**src/rtl/uart_pkg.sv**
```systemverilog
// Shared UART frame constants and receiver state encoding.
// Latency: n/a (declarations only).
// Backpressure: n/a.
package uart_pkg;

   typedef enum logic [1:0] {
      IDLE  = 2'd0,
      START = 2'd1,
      DATA  = 2'd2,
      STOP  = 2'd3
   } uart_state_t;

   localparam int CLKS_PER_BIT_DEFAULT = 10416;
   localparam int DATA_BITS            = 8;
   localparam int STOP_BITS            = 1;
   localparam int TIMER_W              = 14;

endpackage

```
**src/rtl/sync_ff.sv**
```systemverilog
// Multi-flop synchronizer for an asynchronous single-bit input, resets to 1 (idle line).
// Latency: STAGES clk cycles.
// Backpressure: none.
module sync_ff #(
   parameter int STAGES = 2
) (
   input  logic clk,
   input  logic reset,
   input  logic d,
   output logic q
);

   logic [STAGES-1:0] ff;

   always_ff @(posedge clk) begin
      if (reset) begin
         ff <= '1;
      end else begin
         ff <= {ff[STAGES-2:0], d};
      end
   end

   assign q = ff[STAGES-1];

endmodule

```
**src/rtl/uart_receiver.sv**
```systemverilog
// 8N1 UART receiver with mid-bit sampling and a single-entry valid/ready output register.
// Latency: SYNC_STAGES + CLKS_PER_BIT/2 + 9*CLKS_PER_BIT + 1 cycles from start edge to rx_valid.
// Backpressure: none on the line; a byte finishing while rx_valid is unconsumed is dropped (overrun).
module uart_receiver
   import uart_pkg::*;
#(
   parameter int CLKS_PER_BIT = CLKS_PER_BIT_DEFAULT,
   parameter int SYNC_STAGES  = 2
) (
   input  logic       clk,
   input  logic       reset,
   input  logic       RxD,
   output logic [7:0] rx_data,
   output logic       rx_valid,
   input  logic       rx_ready,
   output logic       frame_err,
   output logic       overrun
);

   localparam logic [TIMER_W-1:0] BIT_END  = TIMER_W'(CLKS_PER_BIT - 1);
   localparam logic [TIMER_W-1:0] HALF_END = TIMER_W'(CLKS_PER_BIT / 2 - 1);
   localparam logic [2:0]         LAST_IDX = 3'(DATA_BITS - 1);

   logic               rxs;
   uart_state_t        state, state_nxt;
   logic [TIMER_W-1:0] timer, timer_nxt;
   logic [2:0]         idx, idx_nxt;
   logic [7:0]         shreg, shreg_nxt;
   logic               armed, armed_nxt;
   logic               byte_done;
   logic               ferr_nxt;

   sync_ff #(.STAGES(SYNC_STAGES)) u_sync (
      .clk   (clk),
      .reset (reset),
      .d     (RxD),
      .q     (rxs)
   );

   always_ff @(posedge clk) begin
      if (reset) begin
         state <= IDLE;
         timer <= '0;
         idx   <= '0;
         shreg <= '0;
         armed <= 1'b0;
      end else begin
         state <= state_nxt;
         timer <= timer_nxt;
         idx   <= idx_nxt;
         shreg <= shreg_nxt;
         armed <= armed_nxt;
      end
   end

   always_comb begin
      state_nxt = state;
      timer_nxt = timer + TIMER_W'(1);
      idx_nxt   = idx;
      shreg_nxt = shreg;
      armed_nxt = armed;
      byte_done = 1'b0;
      ferr_nxt  = 1'b0;
      case (state)
         IDLE: begin
            timer_nxt = '0;
            if (rxs) begin
               armed_nxt = 1'b1;
            end else if (armed) begin
               state_nxt = START;
            end
         end
         START: begin
            // A start bit that is high again at its centre was a glitch.
            if (timer == HALF_END) begin
               timer_nxt = '0;
               idx_nxt   = '0;
               state_nxt = rxs ? IDLE : DATA;
            end
         end
         DATA: begin
            if (timer == BIT_END) begin
               timer_nxt      = '0;
               shreg_nxt[idx] = rxs;
               if (idx == LAST_IDX) begin
                  state_nxt = STOP;
               end else begin
                  idx_nxt = idx + 3'd1;
               end
            end
         end
         STOP: begin
            if (timer == BIT_END) begin
               timer_nxt = '0;
               state_nxt = IDLE;
               if (rxs) begin
                  byte_done = 1'b1;
               end else begin
                  // Disarm so a held-low line (break) reports only once.
                  ferr_nxt  = 1'b1;
                  armed_nxt = 1'b0;
               end
            end
         end
         default: begin
            state_nxt = IDLE;
            timer_nxt = '0;
         end
      endcase
   end

   always_ff @(posedge clk) begin
      if (reset) begin
         rx_data   <= 8'h00;
         rx_valid  <= 1'b0;
         frame_err <= 1'b0;
         overrun   <= 1'b0;
      end else begin
         frame_err <= ferr_nxt;
         overrun   <= byte_done && rx_valid && !rx_ready;
         if (byte_done && (!rx_valid || rx_ready)) begin
            rx_data  <= shreg;
            rx_valid <= 1'b1;
         end else if (rx_valid && rx_ready) begin
            rx_valid <= 1'b0;
         end
      end
   end

endmodule

```
**config.mk**
```make
export PLATFORM = sky130hd
export DESIGN_NAME = uart_receiver
export DESIGN_NICKNAME = d
export VERILOG_FILES = /design/src/rtl/uart_pkg.sv /design/src/rtl/sync_ff.sv /design/src/rtl/uart_receiver.sv
export SDC_FILE = /design/constraint.sdc
export NUM_CORES = 1
export LEC_CHECK = 0
export ABC_AREA = 1
export BUFFER_PORTS_ARGS = -buffer_cell sky130_fd_sc_hd__buf_2
export CORE_UTILIZATION = 48
export DETAILED_ROUTE_END_ITERATION = 12
export GPL_TIMING_DRIVEN = 0
export PLACE_DENSITY = 0.74
export SYNTH_ARGS = -nofsm -noshare
export SYNTH_HDL_FRONTEND = slang
export SYNTH_SLANG_ARGS = --single-unit
```
**constraint.sdc**
```tcl
create_clock -name clk -period 2 [get_ports clk]
set_input_delay 0.1 -clock clk [delete_from_list [all_inputs] [get_ports clk]]
set_output_delay 0.1 -clock clk [all_outputs]
set_load 0.02 [all_outputs]
```
==> results of run 1 <==
critical path, cell delays in order, from the launching register on:
cell,delay [ps]
dfxtp_1,350
ha_1,190
nand3_1,150
nor2_2,200
nand2_4,100
nor2_4,130
nand2_4,80
nor2_8,140
inv_2,90
nor2_1,100
nor2_1,50
area by class of cell:
class,count,area share
multi-input cells,189,0.436
flip-flops and latches,41,0.384
inverters,30,0.0526
repair buffers,15,0.0374
clock buffers,5,0.0322
well taps,48,0.0281
clock inverters,2,0.0164
plain buffers,6,0.0135
layout by cell type, fill, tap and decap left out, drive strengths merged:
master / Yosys / final
a21oi: 16 / 16
buf: 3 / 17
bufinv: 0 / 1
clkbuf: 3 / 8
clkinv: 0 / 1
dfxtp: 41 / 41
dlygate4sd3: 0 / 1
ha: 3 / 3
inv: 30 / 30
nand2: 52 / 52
nand3: 17 / 17
nand4: 11 / 11
nor2: 60 / 60
nor3: 11 / 11
nor3b: 4 / 4
nor4: 1 / 1
o21ai: 9 / 9
or2: 2 / 2
xor2: 3 / 3
worst min path at each step:
stage | endpoint | from
floorplan | rx_valid$_SDFFE_PP0P_ | reset
detailed placement | u_sync.ff[0]$_SDFF_PP1_ | RxD
global placement | u_sync.ff[0]$_SDFF_PP1_ | RxD
CTS | rx_valid$_SDFFE_PP0P_ | reset
finish | rx_valid$_SDFFE_PP0P_ | reset
global route | rx_valid$_SDFFE_PP0P_ | reset
power groups by stage:
stage	clock network (mW)	registers, mW	logic (mW)
after floorplan	0	0.848	0.0399
after global placement	0	0.850	0.0517
after detailed placement	0	0.850	0.0541
after CTS	0.641	0.831	0.0557
after global routing	0.684	0.832	0.0642
final	0.629	0.831	0.0553
cell families after synthesis:
group,count (synthesis),share of synthesized area
flip-flops,41,0.433
buffers and inverters,36,0.0746
XOR/XNOR,3,0.0139
AND/OR/NAND/NOR,158,0.393
adder cells (fa/ha/maj),3,0.0198
AO/OA/AOI/OAI,25,0.0660
through the flow:
stage          setup WS [ps]  utilization
2_1_floorplan            498            -
3_3_place_gp             304        0.545
3_5_place_dp             294        0.545
4_1_cts                  283        0.576
5_1_grt                  105        0.576
6_report                 308        0.576
sequential cells by signal, summed over array words and instances, names as in the netlist, 2 cells and up, named ones only:
name	flops
timer	14
rx_data	8
u_sync.ff	2
idx	3
shreg	8
layer usage:
metal | global-route usage | wire [um] | part of all wire
met1 | 0.249 | 1870 | 0.53
met2 | 0.288 | 1480 | 0.42
met3 | 0.0423 | 152 | 0.043
met4 | 0.0833 | 46 | 0.013
met5 | 0 | 0 | 0
repair_timing:
item	4_1_cts	5_1_grt
hold buffers	1	0
setup buffers	0	0
hold endpoints to repair	1	0
==> impl_results.md, run 1 <==
* Setup tns final at 0 ps
* Hold Crit Depth at 2
* Max-slew violations at 0
* First DRT Iteration DRCs at a little under 80
* RSZ-0062 raised after global routing: no
* Die Span Y at about 65 um
* Primary FF master, synth: dfxtp_1
* Drt pass-1 iters at 4
* Core box area at 0.00372 mm2
* ANT nets after route at 0
* Worst Setup Start Kind: register
* Library cells used by synthesis at 25
* Placed Cells at 328
* Mapped Cells at 266
* EDFF count, synth at 0
* Critical path capture point type: register
* Post-CTS sizing at 0
* Reg clk slew, reported paths at 80 ps
* Peak VDD IR at 0.000417 V
* Largest net degree at the start of global routing at 13
* Seq/Total Area, Yosys at 0.433
* Minimum clock period at roughly 1700 ps
* Synthesized cell area at around 0.0019 mm2
* Clk buf depth at 2
* Crit-path max FO at 9
* Worst R2R End: rx_data[5]$_SDFFE_PP0P_
* Hold crit path type: in -> reg
* Critical setup path kind: reg -> reg
* Cell taking the most area after synthesis: dfxtp_1
* Final Hold Fails at 0
* Slew HR at 0.693
* Leak Pwr at roughly 0.9 nW
* Max-cap violations at 0
* Routed wire length per instance at between 10 and 15 um
* Top cell type's share of synthesized area at 0.433
* Flop pwr share at 0.548
* Chip width at ~65 um
* First-pass GRT wire length at 6160 um
* Rows at 22
* Reg2Reg Depth at 10
* Clock sink count at 41
* Status: complete, no violations
* Total power at approximately 1.5 mW
* F_max at ~590 MHz
* Fin cells at 336
* Fin Clk Skew at 8.15 ps
* Share of cells above drive strength 1 at 0.135
* I/O pin cnt at 15
* Routed via count at between 1500 and 2000
* Worst R2R Start: timer[0]$_SDFF_PP0_
* Net Count, Synth at roughly 270
* Warnings from Yosys at 0
* CTS buffer count at 5
* Routed vias/inst at between 4 and 5
* CP Launch Point: timer[0]$_SDFF_PP0_
* Required @ worst endpoint at 2180 ps
* Clock group share of total power at 0.415
* Area after DPL at around 0.0020 mm2
* Worst hold slack at 47.9 ps
* Global route overflow at 0
* Worst R2R Setup Slack at just over 300 ps
* Avg Cell Area, Syn at a little over 7 um2
* CTS tree: built
* Area Growth Syn to Fin at 12.9%
* Worst-skew pair later-pin latency at roughly 280 ps
* Top cells by area, synth: dfxtp_1 (43%), nor2_1 (11%), nand2_1 (9.7%), inv_1 (5.7%), a21oi_1 (4.2%)
* Routed WL at between 3000 and 4000 um
* #FFs+latches synth at 41
* Final period utilization at 0.846
* Placer Congestion at 0.870
* ANT cells at 0
* Actual slew at the worst max-slew pin at about 460 ps
* Antenna violations before repair at 0
* Endpoints failing setup at 0
* FF+latch area at around 820 um2
* Top cells by instance count after synthesis: nor2_1 (54), nand2_1 (49), dfxtp_1 (41), inv_1 (29)
* Root Buffer: clkbuf_8
* PD cells at about 700 mW/mm2
* Pint at about 1.2 mW
* Initial Util at 0.510
* CP endpoint: rx_data[5]$_SDFFE_PP0P_
* Port bufs at 14
* Switching share of power at 0.205
* Top-count cell post-synth: nor2_1
* Critical Path AT at 1880 ps
* Vias in the first global route at 1472
* Multi-input gate area at ~930 um2
* Fillers at roughly 370
* Nets at just under 300
* Drt drc at 0
* Finished Cell Area at 0.00214 mm2
* Net Switching at 0.310 mW
* Comb power frac at 0.036
* Die ar. at ~0.0042 mm2
* Post-synth ARST share at 0
* Total GRT Usage at 0.188
* H-Tree Level Count at 2
* DP HPWL at around 2600 um
Note: power is estimated with default switching activity, not from simulation.
==> run 2: changes to the inputs <==
- PLACE_DENSITY: 0.74 -> 0.77
- clock period: 2 -> 1.5 ns (I/O delays scaled with it)
==> run 2 against run 1 <==
- the run now ends with negative setup slack left
- cell count up 4.2%
- flip-flop and latch count did not move
- first-iteration DRC count is 68% higher
- clock skew about the same
- largest power group unchanged
- non-clock buffer count grew 12
- worst setup slack got worse by 330 ps
- clock power increased by 47%
- register-to-register slack got worse by 330 ps
- fmax increased by 11%
- sequential share of layout area shrank 4.9 points
- largest cell class unchanged
==> impl_results.md, run 2 (synthesis results as in run 1) <==
* Max-slew violations at 0 (unchanged)
* PD cells at 847 mW/mm2 (was 708 mW/mm2)
* Pint at 1.67 mW (was 1.20 mW)
* First-pass GRT wire length at 7000 um (was 6160 um)
* Endpoints failing setup at 1 (was 0)
* Most frequent cells in the layout: nand2_1 (39), nor2_1 (38), dfxtp_1 (30), inv_1 (26) (was nor2_1 (54), nand2_1 (49), dfxtp_1 (41), inv_1 (29))
* Share of cells above drive strength 1 at 0.364 (was 0.135)
* First DRT Iteration DRCs at 133 (was 79)
* Total GRT Usage at 0.215 (was 0.188)
* Clock group share of total power at 0.437 (was 0.415)
* Register bank with the most flops: timer (unchanged)
* Switching share of power at 0.213 (was 0.205)
* CP max stage delay at 370 ps (was 350 ps)
* Peak VDD IR at 0.000391 V (was 0.000417 V)
* Routed via count at 1806 (was 1635)
* Largest net degree at the start of global routing at 14 (was 13)
* Antenna violations before repair at 0 (unchanged)
* H-Tree Level Count at 2 (unchanged)
* CP max stage cell: dfxtp_4 (was dfxtp_1)
* Global route overflow at 0 (unchanged)
* Critical setup path kind: reg -> reg (unchanged)
* Max-cap violations at 0 (unchanged)
* Routed wire length per instance at 12.3 um (was 10.6 um)
* Minimum clock period at 1520 ps (was 1690 ps)
* Status: finished, violations left (was complete, no violations)
* Fin cells at 350 (was 336)
* CTS tree: built (unchanged)
* Drt drc at 0 (unchanged)
* Clock sink count at 41 (unchanged)
* F_max at 658 MHz (was 591 MHz)
* RSZ-0062 raised after global routing: yes (was no)
* Net Switching at 0.452 mW (was 0.310 mW)
* ANT cells at 0 (unchanged)
* I/O pin cnt at 15 (unchanged)
* Worst hold slack at 5.35 ps (was 47.9 ps)
* Drt pass-1 iters at 5 (was 4)
* Die ar. at 0.00420 mm2 (unchanged)
* Critical path capture point type: register (unchanged)
* Die Span Y at 64.8 um (unchanged)
* Crit path cell chain: nor2_4 -> nand4_1 -> nor3_4 -> buf_6 -> nand3_2 -> nand2_2 -> a21oi_1 (was ha_1 -> nand3_1 -> nor2_2 -> nand2_4 -> nor2_4 -> nand2_4 -> nor2_8 -> inv_2 -> nor2_1 -> nor2_1)
* ANT nets after route at 0 (unchanged)
* Comb power frac at 0.041 (was 0.036)
* Hold_sp: reset (unchanged)
* Nets at 308 (was 295)
* Cell family with most CP delay: simple AND/OR/NAND/NOR gates (unchanged)
* Top flop regs: timer: 14 flops, rx_data: 8 flops, shreg: 8 flops (unchanged)
* Area Growth Syn to Fin at 32.0% (was 12.9%)
* Routed vias/inst at 5.16 (was 4.87)
* Worst Setup Start Kind: register (unchanged)
* DP HPWL at 2570 um (was 2630 um)
* Leak Pwr at 1.00 nW (was 0.915 nW)
* Fin Clk Skew at 8.57 ps (was 8.15 ps)
* Vias in the first global route at 1655 (was 1472)
* Placed Cells at 328 (unchanged)
* Initial Util at 0.510 (unchanged)
* Port bufs at 14 (unchanged)
* Violated checks: negative setup slack
* Required @ worst endpoint at 1660 ps (was 2180 ps)
* Worst-skew pair later-pin latency at 300 ps (was 280 ps)
* CP Launch Point: timer[9]$_SDFF_PP0_ (was timer[0]$_SDFF_PP0_)
* Reg clk slew, reported paths at 80 ps (about the same)
* Final setup margin at -20.2 ps (was 308 ps)
* Worst R2R Start: timer[9]$_SDFF_PP0_ (was timer[0]$_SDFF_PP0_)
* Flop pwr share at 0.522 (was 0.548)
* Final period utilization at 1.01 (was 0.846)
* Fillers at 296 (was 367)
* Commonest non-fill, non-tap cell in the layout: nand2_1 (was nor2_1)
* Actual slew at the worst max-slew pin at 593 ps (was 460 ps)
* CTS buffer count at 5 (unchanged)
* Crit-path max FO at 5 (was 9)
* CP Buf/Inv Count at 1 (unchanged)
* Routed WL at 4310 um (was 3550 um)
* Core box area at 0.00372 mm2 (unchanged)
* Setup tns final at -20.2 ps (was 0 ps)
* Hold crit path type: in -> reg (unchanged)
* Chip width at 64.8 um (unchanged)
* Final Hold Fails at 0 (unchanged)
* Placer Congestion at 0.819 (was 0.870)
* Max reg flops at 14 (unchanged)
* Root Buffer: clkbuf_8 (unchanged)
* Slew HR at 0.603 (was 0.693)
* Rows at 22 (unchanged)
* Critical Path AT at 1680 ps (was 1880 ps)
* Clk buf depth at 2 (unchanged)
run 2: cell count changes in the layout (fill, tap and decap cells not counted), moves of 5 or more:
cell | previous run | this run
nor2_1 | 54 | 38
dfxtp_1 | 41 | 30
nor2_2 | 4 | 15
dfxtp_2 | 0 | 10
nand2_1 | 49 | 39
nand2_2 | 1 | 11
buf_4 | 1 | 10
nand3_1 | 16 | 9
nor2_4 | 1 | 7
nand3_2 | 1 | 6
nor3_1 | 9 | 4
run 2: final timing paths:
| path | slack (ps) | cells past startpoint | endpoint |
|---|---|---|---|
| worst max register to register | -20 | 7 | shreg[5]$_SDFFE_PP0P_ |
| worst min-delay path | 5 | 2 | rx_valid$_SDFFE_PP0P_ |
| worst max-delay path | -20 | 7 | shreg[5]$_SDFFE_PP0P_ |
| worst min register to register | 440 | 1 | u_sync.ff[1]$_SDFF_PP1_ |
run 2: metal layers:
metal	global-route usage	wire [um]
met5	0	0
met4	0.0861	53
met3	0.0475	109
met2	0.337	2070
met1	0.285	2070
run 2: area by class of cell:
class                   instances  area [um2]  share of cell area
multi-input cells             190        1150               0.458
flip-flops and latches         41         837               0.335
repair buffers                 27         178              0.0710
clock buffers                   6        82.6              0.0330
inverters                      30         120              0.0480
clock inverters                 2        37.5              0.0150
well taps                      48        60.1              0.0240
plain buffers                   6        40.0              0.0160
run 2: per-stage QoR:
stage | setup slack (ps) | power [mW] | utilization | cell area [um2]
floorplan | 21.4 | 1.18 | - | 1900
global route | -110 | 2.19 | 0.673 | 2500
global placement | -164 | 1.20 | 0.545 | 2030
CTS | -30.9 | 2.13 | 0.614 | 2280
finish | -20.2 | 2.12 | 0.673 | 2500
detailed placement | -174 | 1.20 | 0.545 | 2030
run 2: what timing repair did:
| item | in CTS | in global routing |
|---|---|---|
| hold endpoints to repair | 1 | 0 |
| resized for setup | 19 | 61 |
| endpoints found under the setup margin | 27 | 36 |
| setup buffers | 5 | 5 |
| gates cloned | 2 | 1 |
| pin swaps | 5 | 19 |
| hold buffers | 1 | 0 |
run 2: power by group through the flow:
stage / logic (mW) / clock network, mW / registers [mW]
global route: 0.0980 / 0.989 / 1.11
finish: 0.0866 / 0.926 / 1.11
detailed placement: 0.0695 / 0 / 1.13
CTS: 0.0784 / 0.947 / 1.11
global placement: 0.0683 / 0 / 1.13
floorplan: 0.0532 / 0 / 1.13
